==> config.mk <==
export PLATFORM = sky130hd
export DESIGN_NAME = atsc_derandomizer
export DESIGN_NICKNAME = d
export VERILOG_FILES = /design/src/rtl/atsc_rx_pkg.sv /design/src/rtl/atsc_prbs_step.sv /design/src/rtl/atsc_derandomizer.sv
export SDC_FILE = /design/constraint.sdc
export NUM_CORES = 1
export LEC_CHECK = 0
export CORE_ASPECT_RATIO = 1.4
export CORE_MARGIN = 3
export CORE_UTILIZATION = 25
export CTS_BUF_LIST = sky130_fd_sc_hd__clkbuf_16
export CTS_CLUSTER_DIAMETER = 100
export DETAILED_ROUTE_END_ITERATION = 8
export GPL_TIMING_DRIVEN = 0
export PLACE_DENSITY = 0.48
export SYNTH_ARGS = -nofsm -noshare
export SYNTH_HDL_FRONTEND = slang
export SYNTH_HIERARCHICAL = 1
export SYNTH_SLANG_ARGS = --single-unit
==> constraint.sdc <==
create_clock -name clk -period 8.95 [get_ports clk]
set_input_delay 1.79 -clock clk [delete_from_list [all_inputs] [get_ports clk]]
set_output_delay 1.79 -clock clk [all_outputs]
set_load 0.05 [all_outputs]
==> src/rtl/atsc_rx_pkg.sv <==
// Shared constants for the ATSC RX derandomizer: sync byte, PRBS LFSR
// definition and packet geometry.
package atsc_rx_pkg;

    localparam logic [7:0]  TS_SYNC_BYTE      = 8'h47;
    localparam logic [15:0] LFSR_SEED         = 16'hF180;
    // x^16+x^13+x^12+x^11+x^7+x^6+x^3+x+1, bit e-1 set for each term x^e
    localparam logic [15:0] LFSR_POLY         = 16'h9C65;
    // Element [7] feeds D7 (byte MSB), element [0] feeds D0
    localparam logic [7:0][3:0] DERAND_TAPS   = {4'd15, 4'd13, 4'd12, 4'd10,
                                                 4'd9,  4'd8,  4'd6,  4'd5};
    localparam int          PKT_PAYLOAD_BYTES = 187;
    localparam int          PKT_WORDS         = 47;

    typedef enum logic {
        UNSYNC = 1'b0,
        SYNC   = 1'b1
    } sync_state_t;

    function automatic logic lfsr_feedback(input logic [15:0] state);
        return ^(state & LFSR_POLY);
    endfunction

endpackage

==> src/rtl/atsc_prbs_step.sv <==
// One byte-step of the Fibonacci PRBS LFSR: PRBS byte taken from the
// current state, then a single shift.
module atsc_prbs_step
    import atsc_rx_pkg::*;
(
    input  logic [15:0] state,
    output logic [15:0] next_state,
    output logic [7:0]  prbs
);

    // Tap selection before the shift, then shift left with XOR feedback
    always_comb begin
        prbs = 8'h00;
        for (int j = 0; j < 8; j++) begin
            prbs[j] = state[DERAND_TAPS[j]];
        end
        next_state = {state[14:0], lfsr_feedback(state)};
    end

endmodule

==> src/rtl/atsc_derandomizer.sv <==
// Removes the ATSC energy-dispersal PRBS from 187-byte RS payloads and
// emits 188-byte MPEG-TS packets with the 0x47 sync byte prepended.
module atsc_derandomizer #(
    parameter logic [15:0] SEED      = 16'hF180,
    parameter int          PKT_WORDS = 47
) (
    input  logic        clk,
    input  logic        reset,
    input  logic        enable,
    input  logic [31:0] in_tdata,
    input  logic        in_tuser,
    input  logic        in_tlast,
    input  logic        in_tvalid,
    output logic        in_tready,
    output logic [31:0] out_tdata,
    output logic        out_tlast,
    output logic        out_tvalid,
    input  logic        out_tready,
    output logic        synced,
    output logic        len_err,
    input  logic        clear_err
);
    import atsc_rx_pkg::*;

    localparam logic [5:0] LAST_IDX = 6'(PKT_WORDS - 1);

    sync_state_t      state;
    logic [5:0]       cnt;
    logic [15:0]      lfsr;
    logic [7:0]       carry;
    logic [4:0][15:0] chain;
    logic [3:0][7:0]  prbs;
    logic [3:0][7:0]  din;
    logic [3:0][7:0]  dd;
    logic             accept, first, reseed, active, at_last, err;
    logic [31:0]      word;
    logic [15:0]      lfsr_next;

    assign in_tready = !out_tvalid || out_tready;
    assign din       = in_tdata;
    assign chain[0]  = reseed ? SEED : lfsr;

    for (genvar g = 0; g < 4; g++) begin : g_step
        atsc_prbs_step u_step (
            .state      (chain[g]),
            .next_state (chain[g+1]),
            .prbs       (prbs[g])
        );
    end

    // Per-word decode: framing position, descrambled bytes, output word
    always_comb begin
        accept  = in_tvalid && in_tready;
        first   = (cnt == 6'd0);
        reseed  = first && in_tuser;
        active  = (state == SYNC) || reseed;
        at_last = (cnt == LAST_IDX);
        err     = accept && active && (in_tlast != at_last);
        dd      = din;
        for (int j = 0; j < 4; j++) begin
            // din[3] holds the earliest byte, which pairs with prbs[0]
            dd[3-j] = din[3-j] ^ (enable ? prbs[j] : 8'h00);
        end
        word      = {(first ? TS_SYNC_BYTE : carry), dd[3], dd[2], dd[1]};
        // Pad byte of the final word must not advance the sequence
        lfsr_next = at_last ? chain[3] : chain[4];
    end

    // Sync FSM, framing counter, LFSR, carry byte and registered outputs
    always_ff @(posedge clk) begin
        if (reset) begin
            state      <= UNSYNC;
            cnt        <= 6'd0;
            lfsr       <= SEED;
            carry      <= 8'h00;
            out_tvalid <= 1'b0;
            out_tlast  <= 1'b0;
            out_tdata  <= 32'h0000_0000;
            synced     <= 1'b0;
            len_err    <= 1'b0;
        end else begin
            if (accept) begin
                lfsr       <= lfsr_next;
                carry      <= dd[0];
                cnt        <= (in_tlast || at_last) ? 6'd0 : cnt + 6'd1;
                out_tvalid <= active;
                if (reseed) begin
                    state  <= SYNC;
                    synced <= 1'b1;
                end else begin
                    state  <= state;
                    synced <= synced;
                end
                if (active) begin
                    out_tdata <= word;
                    out_tlast <= in_tlast || at_last;
                end else begin
                    out_tdata <= out_tdata;
                    out_tlast <= out_tlast;
                end
            end else if (out_tready) begin
                out_tvalid <= 1'b0;
            end else begin
                out_tvalid <= out_tvalid;
            end
            if (err) begin
                len_err <= 1'b1;
            end else if (clear_err) begin
                len_err <= 1'b0;
            end else begin
                len_err <= len_err;
            end
        end
    end

endmodule

# Word-level counts from Yosys, hierarchy flattened
# Index checks and enable logic that the tools add are counted.
# Widths: inputs -> output; s select.
classes:
  add_sub_neg: 1
  bitwise: 4
  n_reduce_logical: 17
  mux: 12
  n_eq_ne: 2
op_table:
  columns: ["cell", "n"]
  rows:
  - ["$reduce_xor 16->1", 4]
  - ["$mux 8", 5]
  - ["$mux 16", 2]
  - ["$xor 8x8->8", 4]
  - ["$add 6x1->6 const B", 1]
  - ["$eq 6x6->1 const B", 1]
  - ["$logic_not 6->1", 1]
  - ["$mux 6", 1]
  - ["$logic_and 1x1->1", 4]
  - ["$mux 1", 4]
  - ["$reduce_and 2->1", 2]
  - ["$reduce_bool 2->1", 2]
  - ["$logic_or 1x1->1", 3]
  - ["$logic_not 1->1", 1]
  - ["$ne 1x1->1", 1]
totals:
  register_bits: 66
  out_inout_bits: 37

# Longest topological paths before layout
logic_depth:
  ltp_word: 8
  ltp_mapped: 20
  ltp_nobuf: 19

# Cells and area by module
# Netlist, hierarchy kept.
modules_own_cells:
  columns: ["mod", "area_each_um2", "seq_area_each_um2", "instances", "cells_each"]
  rows:
  - ["atsc_derandomizer", 3119.2, 1321.3, 1, 372]
  - ["atsc_prbs_step", 234.0, 0.0, 4, 30]

# Worst setup path after synthesis
# Ideal clock, no wire load.
synth_timing:
  path_type: "input port to flip-flop"
  start: "input port in_tuser"
  end: "register lfsr[0]"
  path_stages: 18
  t_required_ns: 8.859
  path_buffers: 1
  t_arrival_ns: 4.630
  setup_ns: 0.091
  slack_ns: 4.230
  cell_sequence: "nand2_1 > nor2_1 > buf_2 > or2_2 > xnor2_1 > xnor2_1 > xnor2_1 > xnor2_1 > xnor2_1 > xnor2_1 > xnor2_1 > xnor2_1 > xnor2_1 > xnor2_1 > xnor2_1 > xnor2_1 > nand2_1 > a311oi_1"
synth_lines:
  columns: ["item", "line_no", "source"]
  rows:
  - ["from (decl)", "atsc_derandomizer.sv:11", "input logic in_tuser,"]
  - ["to (signal assigned)", "atsc_derandomizer.sv:83", "lfsr <= lfsr_next;"]
  - ["to (decl)", "atsc_derandomizer.sv:29", "logic [15:0] lfsr;"]

==> flow_summary.json <==
{
  "die_w_um": 114,
  "leakage_uw": 0.00213,
  "fillers": 1704,
  "grt_max_degree": 13,
  "finalSetupViolCount": 0,
  "peakVddDrop_v": 0.000105,
  "hp-class": "flip-flop to flip-flop",
  "cts_tree": "built",
  "stdcell_count": 779,
  "post_cts_buffers": 0,
  "nNetsFinal": 622,
  "cts.sinks": 66,
  "timing.fmax_mhz": 184,
  "switchingPower_uw": 393,
  "dp_cells": 763,
  "root_buffer": "clkbuf_16",
  "first_global_vias": 3478,
  "cp.arrival_ns": 5.68,
  "dr.pass1.iters": 4,
  "finalCritPeriodShare_pct": 60.7,
  "cts_resized": 0,
  "gp_congestion": 0.799,
  "p_clk_share_pct": 29.8,
  "path_class": "input pin to flip-flop",
  "synth_fp_nets": 536,
  "fin_skew_ns": 0.00414,
  "final_max_slew_viol_count": 0,
  "grt_pass1_wl_um": 18200,
  "grt_setup_unrepaired": "no",
  "end_kind": "flip-flop",
  "p_int_uw": 796,
  "start_kind": "input pin",
  "synth_cells": 492,
  "relSlewSlack_pct": 59.5,
  "start_util_pct": 25.8,
  "via_per_inst": 4.30,
  "maxCapViolCount": 0,
  "combPwrFrac_pct": 41.5,
  "layout_common_cells": "buf_4 (98), clkdlybuf4s50_1 (75), nand2_1 (73), dfxtp_1 (66), xor2_1 (40)",
  "synth-async-reset-ratio_pct": 0,
  "place.port_buffers": 75,
  "wl_per_cell_um": 14.9,
  "cts_buffers": 9,
  "syn2layout_area_growth_pct": 31.8,
  "synth_edf_count": 0,
  "vias": 3350,
  "sw_frac_of_total_pct": 33.0,
  "powerDensity_mw_per_mm2": 222,
  "core_region_area_mm2": 0.0157,
  "htreeDepth": 3,
  "finalCriticalPeriod_ns": 5.43,
  "p_seq_share_pct": 28.6,
  "finalHoldViolCount": 0,
  "tns_ns": 0,
  "ant_nets": 0,
  "whs_ns": 0.473,
  "postRouteWirelength_um": 11600,
  "drtIter0Drc": 116,
  "cts_buffer_depth": 2,
  "status": "finished, final reports clean",
  "grt_usage_pct": 13.3,
  "synth_area_mm2": 0.00406,
  "remaining_drc_errors": 0,
  "worstPathRequired_ns": 9.20,
  "worst_pin_slew_ns": 0.607,
  "ys_ff_latch": 66,
  "dieArea_mm2": 0.0178,
  "die_h_um": 157,
  "ys.flop_type": "dfxtp_1",
  "clk_pin_slew_ns": 0.06,
  "overflow": 0,
  "dp_slack_ns": 3.13,
  "final_common_cell": "buf_4",
  "synth_cell_type_count": 36,
  "postCtsHoldBufs": 0,
  "syn-mean-instance-area_um2": 8.24,
  "hpwlAfterDp_um": 9080,
  "worstPathMaxFanout": 10,
  "antenna_found_initial": 0,
  "diodes": 0,
  "rows": 54,
  "drive_above_1_share_pct": 23.2,
  "clk-insertion-delay-late_ns": 0.34,
  "setup_ws_ns": 3.52,
  "synth_warnings": 6,
  "io_pins": 77,
  "seq_area_frac_synth_pct": 32.6
}
[registers in the layout, summed over array words and instances (netlist names)]
name,flops
lfsr,16
state,1
out_tdata,32
out_tvalid,1
carry,8
out_tlast,1
len_err,1
cnt,6
[layer usage]
layer | vias to the layer above | GRT usage [%] | routed length, um
met3 | 19 | 2.48 | 455
met1 | 1534 | 15.1 | 4710
met2 | 69 | 23.5 | 5990
met4 | 0 | 6.64 | 418
met5 | - | 0 | 0
li1 | 1728 | - | -
[synth_stat cells, types with 5 or more instances]
cell / n / area share [%]
buf_4: 98 / 18
nand2_1: 73 / 6.8
dfxtp_1: 66 / 33
xor2_1: 40 / 8.6
a211oi_1: 33 / 6.1
a21oi_1: 28 / 3.5
nor2_1: 26 / 2.4
xnor2_1: 25 / 5.4
clkbuf_1: 12 / 1.1
a311oi_1: 10 / 2.2
buf_2: 8 / 0.99
nor2b_1: 8 / 1.2
nand4_1: 7 / 1.1
a31oi_1: 6 / 0.93
nor3_1: 6 / 0.74
or2_2: 6 / 0.93
inv_1: 5 / 0.46
[critical path: stages]
cell,delay [ns]
clkdlybuf4s50_1,0.48
nand2_1,0.11
nor2_1,0.44
buf_2,0.30
nor2b_1,0.14
xnor2_1,0.16
xnor2_1,0.15
xnor2_1,0.24
xnor2_1,0.18
xnor2_1,0.16
xnor2_1,0.18
xnor2_1,0.16
xnor2_1,0.10
xnor2_1,0.29
xnor2_1,0.18
xnor2_1,0.15
xnor2_1,0.14
nand2_1,0.07
a311oi_1,0.24
[cell type report]
class                           count  area, um2  area share, %
Sequential cell                    66       1320           24.7
Clock inverter                      7       70.1           1.31
Buffer                            122        843           15.8
Timing Repair Buffer               75        751           14.0
Tap cell                          196        245           4.59
Multi-Input combinational cell    298       1870           34.9
Inverter                            6       22.5          0.421
Clock buffer                        9        225           4.21
[kinds of logic (layout without fill, tap and decap cells)]
| group | Yosys count | after routing | synth area share [%] |
|---|---|---|---|
| xor gates and xnor gates | 65 | 65 | 14.0 |
| AOI/OAI and AO/OA | 90 | 90 | 15.4 |
| DFF | 66 | 66 | 32.6 |
| and+or+nand+nor | 139 | 139 | 15.4 |
| buffers and inverters | 128 | 219 | 21.4 |
| adders and majority gates | 4 | 4 | 1.23 |
[power by group through the flow]
| stage | clock network (uW) | registers (uW) | logic [uW] |
|---|---|---|---|
| 2_1_floorplan | 0 | 393 | 343 |
| 3_3_place_gp | 0 | 347 | 497 |
| 3_5_place_dp | 0 | 347 | 496 |
| 4_1_cts | 361 | 341 | 500 |
| 5_1_grt | 375 | 345 | 540 |
| 6_report | 355 | 340 | 494 |
[worst paths after layout]
kind | start | endpoint | slack, ns | cells after the start
worst max-delay path | in_tuser | lfsr[0] | 3.52 | 19
worst min-delay path | out_tdata[28] | out_tdata[28] | 0.47 | 2
worst min register to register | out_tdata[28] | out_tdata[28] | 0.47 | 2
worst max register to register | cnt[2] | lfsr[0] | 4.63 | 18
[per-stage QoR]
stage / utilization, % / cell area, um2 / power [uW]
after floorplan: - / 4060 / 737
after global placement: 32.1 / 5050 / 844
after detailed placement: 32.1 / 5050 / 843
after CTS: 34.0 / 5350 / 1200
after global routing: 34.0 / 5350 / 1260
final: 34.0 / 5350 / 1190
Note: power is estimated with default switching activity, not from simulation.
